$ cat config.mk
export PLATFORM = sky130hd
export DESIGN_NAME = mem_stage_sram
export DESIGN_NICKNAME = d
export VERILOG_FILES = /design/src/rtl/mem_stage_sram.sv
export SDC_FILE = /design/constraint.sdc
export NUM_CORES = 1
export LEC_CHECK = 0
export BUFFER_PORTS_ARGS = -buffer_cell sky130_fd_sc_hd__buf_2
export CORE_ASPECT_RATIO = 1.25
export CORE_MARGIN = 3
export CORE_UTILIZATION = 38
export DETAILED_ROUTE_END_ITERATION = 6
export PLACE_DENSITY_LB_ADDON = 0.08
export SLEW_MARGIN = 10
export SYNTH_ARGS = -nofsm -noshare
export SYNTH_HDL_FRONTEND = slang
export SYNTH_SLANG_ARGS = --single-unit
$ cat constraint.sdc
create_clock -name clk -period 1.4 [get_ports clk]
set_input_delay 0.35 -clock clk [delete_from_list [all_inputs] [get_ports clk]]
set_output_delay 0.35 -clock clk [all_outputs]
set_load 0.005 [all_outputs]
$ cat src/rtl/mem_stage_sram.sv
// rtl/mem_stage_sram.sv - pipeline memory stage driving a fixed-latency single-port SRAM
module mem_stage_sram #(
  parameter int unsigned BASE_ADDR   = 1024,
  parameter int unsigned ADDR_W      = 16,
  parameter int unsigned WAIT_CYCLES = 5
) (
  input  logic              clk,
  input  logic              rst,
  input  logic              WB_EN,
  input  logic              MEM_R_EN,
  input  logic              MEM_W_EN,
  input  logic [31:0]       ALU_Res,
  input  logic [31:0]       Val_Rm,
  input  logic [3:0]        Dest,
  output logic              WB_EN_out,
  output logic              MEM_R_EN_out,
  output logic [31:0]       ALU_Res_out,
  output logic [31:0]       MEM_Result,
  output logic [3:0]        Dest_out,
  output logic              ready,
  output logic [ADDR_W-1:0] sram_addr,
  output logic [31:0]       sram_wdata,
  output logic              sram_we,
  output logic              sram_re,
  input  logic [31:0]       sram_rdata
);

  typedef enum logic [1:0] {IDLE, ACCESS, DONE} state_t;

  state_t      state, state_nxt;
  logic [3:0]  counter;
  logic        req;
  logic        last;
  logic [31:0] offset;

  assign req    = MEM_R_EN | MEM_W_EN;
  assign last   = (counter == 4'(WAIT_CYCLES - 1));
  assign offset = ALU_Res - 32'(BASE_ADDR);

  always_ff @(posedge clk) begin
    if (rst) state <= IDLE;
    else     state <= state_nxt;
  end

  // DONE never samples a request; the next instruction is seen in IDLE.
  always_comb begin
    state_nxt = state;
    case (state)
      IDLE:    if (req) state_nxt = ACCESS;
      ACCESS:  if (last) state_nxt = DONE;
      DONE:    state_nxt = IDLE;
      default: state_nxt = IDLE;
    endcase
  end

  always_comb begin
    ready = 1'b0;
    case (state)
      IDLE:    ready = ~req;
      ACCESS:  ready = 1'b0;
      DONE:    ready = 1'b1;
      default: ready = 1'b0;
    endcase
  end

  always_ff @(posedge clk) begin
    if (rst) begin
      counter    <= '0;
      MEM_Result <= '0;
      sram_addr  <= '0;
      sram_wdata <= '0;
      sram_we    <= 1'b0;
      sram_re    <= 1'b0;
    end else begin
      case (state)
        IDLE: if (req) begin
          sram_addr  <= ADDR_W'(offset >> 2);
          sram_wdata <= Val_Rm;
          sram_re    <= MEM_R_EN;
          sram_we    <= MEM_W_EN & ~MEM_R_EN;
          counter    <= '0;
        end
        ACCESS: begin
          counter <= counter + 4'd1;
          if (last) begin
            if (sram_re) MEM_Result <= sram_rdata;
            sram_re <= 1'b0;
            sram_we <= 1'b0;
          end
        end
        default: ;
      endcase
    end
  end

  // Bubbles into MEM/WB while frozen, since that register has no enable.
  assign WB_EN_out    = WB_EN & ready;
  assign MEM_R_EN_out = MEM_R_EN & ready;
  assign ALU_Res_out  = ALU_Res;
  assign Dest_out     = Dest;

endmodule

== Word level (Yosys, flattened, before mapping) ==
Cells that the tools add are included.
Word-level totals
  register bits: 88
  latch bits: 0
  RAM bits: 0
  bits in read-only memories: 0
  output and inout port bits: 121
  logic and storage cells: 38
  memories: 0
Operators by class
  add/sub/neg operators: 2
  $mul: 0
  divide/modulo/power cells: 0
  magnitude comparators: 0
  equality and inequality tests: 5
  shifts and indexed selects: 0
  muxes and demuxes: 11
  bitwise operators: 6
  reduce and logical (&&, ||, !) cells: 7
Operator list (number)
  subtractor 18 x 11 -> 18 bit, second input constant: 1
  case mux 4 bit (2 select lines): 1
  case mux 1 bit (2 select lines): 3
  AND reduction 2 bit: 3
  AND reduction 3 bit: 2
  adder 4 x 1 -> 4 bit, second input constant: 1
  == test 4 x 3 -> 1 bit, second input constant: 1
  two-way mux 2 bit: 2
  two-way mux 4 bit: 1
  inequality test 2 bit, second input constant: 2
  case mux 2 bit (2 select lines): 1
  bitwise AND 1 bit: 3
  two-way mux 1 bit: 3
  == test 2 x 1 -> 1 bit, second input constant: 1
  == test 2 bit, second input constant: 1
  zero test 2 bit: 1
  inverter 1 bit: 2
  nonzero test 2 bit: 1
  OR 1 bit: 1

== Depth between registers and ports, before layout ==
  depth in word-level cells: 4
  mapped depth: 8
  gate-level depth less buffers: 6

== Least setup slack after synthesis ==
No wires, ideal clock.
  path kind: reg2reg
  start: register counter[0]
  end: register MEM_Result[2]
  setup time: 0.070 ns
  arrival time: 1.397 ns
  setup slack: -0.067 ns
  stages on the path, launching flop included: 8
  path buffers: 1
  path through: dfxtp_1 inv_1 ha_1 and3b_1 nand3_1 clkbuf_1 nand2_1 a21oi_1
On the way
  longest elaborated chain between the ends: 2
Ends and longest elaborated chain
  start, declared: line 31  | logic [3:0] counter;
  start signal, assigned: line 84  | counter <= counter + 4'd1;
  == test 4 x 3 -> 1 bit: line 37  | assign last = (counter == 4'(WAIT_CYCLES - 1));
  AND reduction 3 bit (no line)
  end signal, assigned: line 86  | if (sram_re) MEM_Result <= sram_rdata;
  end, declared: line 18  | output logic [31:0] MEM_Result,
No other way between the ends.
A chain may end at the register's enable or synchronous reset.

== Worst setup path in the final report ==
  start: input port MEM_W_EN
  end: output port MEM_R_EN_out
On the way
  longest elaborated chain between the ends: 4
Ends and longest elaborated chain
  start, declared: line 11  | input logic MEM_W_EN,
  OR 1 bit: line 36  | assign req = MEM_R_EN | MEM_W_EN;
  inverter 1 bit: line 59  | IDLE: ready = ~req;
  case mux 1 bit (2 select lines): line 58  | case (state)
  bitwise AND 1 bit: line 98  | assign MEM_R_EN_out = MEM_R_EN & ready;
  end, declared: line 16  | output logic MEM_R_EN_out,
No other way between the ends.

==> flow_summary.json <==
{
  "yosys.area.top_type_share_pct": 50.05,
  "worst_clock_skew_ns": 0.007244,
  "period_share_pct": 105.5,
  "synth_edf_count": 0,
  "die_area_um2": 10460,
  "dr.pass1.iters": 4,
  "ios": 226,
  "wl_um": 10580,
  "violations": "negative setup slack",
  "cts_tree": "done",
  "criticalPathCategory": "in -> out",
  "cts_made_buffers": 9,
  "startpoint_type": "primary input",
  "pre_cts_ws_ns": -0.1689,
  "endpoint_kind": "primary output",
  "hold_depth": 3,
  "worst_path_dominant_cell_family": "simple AND/OR/NAND/NOR gates",
  "syn_inst": 443,
  "clock-sinks": 88,
  "r2r_setup_slack_ns": -0.06,
  "design.final.nets": 726,
  "status": "finished, violations left",
  "setup_ws_ns": -0.07706,
  "vias": 3562,
  "worst_path_largest_cell_delay_ns": 0.24,
  "place.gp.congestion": 0.7299,
  "start_util_pct": 39.80,
  "synth_cell_types": 30,
  "cp.arrival_ns": 1.13,
  "clock.fmax_mhz": 677.0,
  "portBuffers": 185,
  "area_growth_syn_to_layout_pct": 57.66,
  "synth_area_um2": 3520,
  "antenna_left": 0,
  "finalSetupViolCount": 65,
  "peakVddDrop_uv": 507.7,
  "synthFlopType": "dfxtp_1",
  "htree_levels": 3,
  "r2r_end": "MEM_Result[3]",
  "vias_per_cell": 4.794,
  "hpwl_um": 6875,
  "synth_area_leaders": "dfxtp_1, nand2_1, a21oi_1",
  "n_antenna_cell": 0,
  "synthesis.nets": 551,
  "chipHeight_um": 113.6,
  "cp.required_ns": 1.05,
  "routedWlPerCell_um": 14.24,
  "cp.depth": 6,
  "max_slew_margin_pct": 55.08,
  "worst_pin_slew_ns": 0.6738,
  "rsz0062_at_grt": "yes",
  "postCtsHoldBufs": 0,
  "ff2ff_path_depth": 7,
  "drv_cap": 0,
  "startpoint": "MEM_W_EN",
  "r2r_start": "counter[1]",
  "clockBufferDepth": 2,
  "grt_pass1_vias": 3171,
  "drtIter0Drc": 122,
  "coreArea_um2": 8843,
  "insertion_delay_ns": 0.35,
  "fin_util_pct": 62.75,
  "seq_area_frac_synth_pct": 50.05,
  "clk_pin_slew_ns": 0.09,
  "cp_slowest_cell": "nor2_2",
  "ys_ff_latch": 88,
  "grt_max_degree": 47,
  "grt_use_total_pct": 17.23,
  "critPathMaxFanout": 3,
  "hold_viol_final": 0,
  "drive_gt1_share_pct": 56.34,
  "gr-total-overflow": 0,
  "path_cells": "buf_2 > nor2_2 > nor2_4 > nor2_4 > and2_4 > buf_6",
  "holdCritPathClass": "in -> reg",
  "clock-root-buffer": "clkbuf_8",
  "yosysTopAreaCell": "dfxtp_1",
  "antenna_found_initial": 0,
  "p_leak_nw": 2.646,
  "drc": 0,
  "row_count": 38,
  "critPathBufInv": 2,
  "crit_top_cell": "nor2_4",
  "finalCriticalPeriod_ns": 1.477,
  "p_per_area_nw_per_um2": 1040,
  "syn_avg_cell_area_um2": 7.945,
  "yosysWarnings": 0,
  "min_from": "Val_Rm[11]",
  "endpoint": "MEM_R_EN_out",
  "report.final.slew_viol_count": 0,
  "setup_tns_ns": -1.984,
  "die_w_um": 92.08,
  "synth_async_sr_flop_share_pct": 0,
  "grt_first_pass_wirelength_um": 14620
}
==> worst register-to-register path, stage by stage (launching register included) <==
cell and delay, ns:
dfxtp_2 0.33, inv_2 0.06, ha_4 0.12, and3b_2 0.22, and3_4 0.29, clkbuf_16 0.21, nand2_4 0.05, a21oi_2 0.12
==> flip-flops by register name (all words and copies together), names as in the netlist <==
signal / count
sram_addr: 16
state: 2
MEM_Result: 32
counter: 4
sram_we: 1
sram_wdata: 32
sram_re: 1
==> area by class of cell <==
type	count	area, µm²
fillers	832	3294
multi-input cells	286	1836
flip-flops and latches	88	1769
repair buffers	228	1540
well taps	120	150.1
clock buffers	10	127.6
clock inverters	6	107.6
inverters	5	18.77
==> cell usage after synthesis, drive strengths merged (3+ instances only) <==
| library cell | n |
|---|---|
| buf | 45 |
| xnor2 | 4 |
| a211oi | 7 |
| nor3 | 3 |
| clkbuf | 19 |
| a21oi | 75 |
| o21ai | 4 |
| nor2 | 22 |
| dfxtp | 88 |
| inv | 5 |
| nand2 | 146 |
| nor2b | 3 |
| ha | 3 |
==> through the flow <==
step	hold slack [ns]	cell area, µm²	power [mW]	instances
finish	0.2220	5549	5.771	743
global placement	0.4393	4523	3.489	711
floorplan	0.4456	3538	3.125	443
CTS	0.2045	4810	5.580	728
detailed placement	0.4436	4523	3.501	711
global route	0.2092	5549	6.031	743
==> worst min path at each step <==
stage                     endpoint  slack [ns]
global placement    sram_wdata[21]        0.44
finish              sram_wdata[11]        0.22
CTS                 sram_wdata[18]        0.20
floorplan             sram_addr[8]        0.45
global route        MEM_Result[31]        0.21
detailed placement  MEM_Result[27]        0.44
==> kinds of logic (layout without fill, tap and decap cells) <==
family	after synthesis	in the layout	synth area share, %
AND/OR/NAND/NOR	187	187	21.83
AO/OA/AOI/OAI	90	90	14.04
flip-flops	88	88	50.05
buffers and inverters	69	249	11.52
XOR/XNOR	6	6	1.493
adder cells (fa/ha/maj)	3	3	1.067
==> power breakdown <==
group | switching [mW] | total, mW | leakage, nW | internal [mW]
clock | 0.897 | 2.08 | 0.116 | 1.18
combinational | 0.498 | 1.01 | 1.81 | 0.516
sequential | 0.0605 | 2.68 | 0.721 | 2.62
==> cell usage in the layout, fill, tap and decap left out, types with 3 or more instances in the layout <==
cell	synthesis	routed
nor2_4	0	3
inv_1	5	3
buf_12	0	8
a211oi_1	4	4
dfxtp_1	88	84
bufinv_16	0	3
a21oi_2	0	44
clkbuf_16	0	8
dfxtp_2	0	3
buf_4	36	17
a211oi_2	3	3
clkbuf_8	0	9
xnor2_1	4	4
nand2_4	0	26
buf_2	9	184
nand2_2	0	9
buf_6	0	9
nor2_1	22	17
nand2_1	146	111
a21oi_1	75	31
==> routing by layer <==
layer  GRT usage, %  wire (µm)  share of wire, %  vias up
met4          7.631        209               2.0        0
li1               -          -                 -     1744
met2          29.53       5420                51      125
met1          20.09       4180                39     1680
met5              0          0                 0        -
met3          4.749        774               7.3       13
==> what timing repair did <==
item                                   in CTS  in global routing
pin swaps                                   4                 64
resized for setup                          14                133
gates cloned                                0                  9
endpoints found under the hold margin       0                  0
setup buffers                               1                  6
setup endpoints to repair                  36                 80
(Power assumes the default switching activity.)
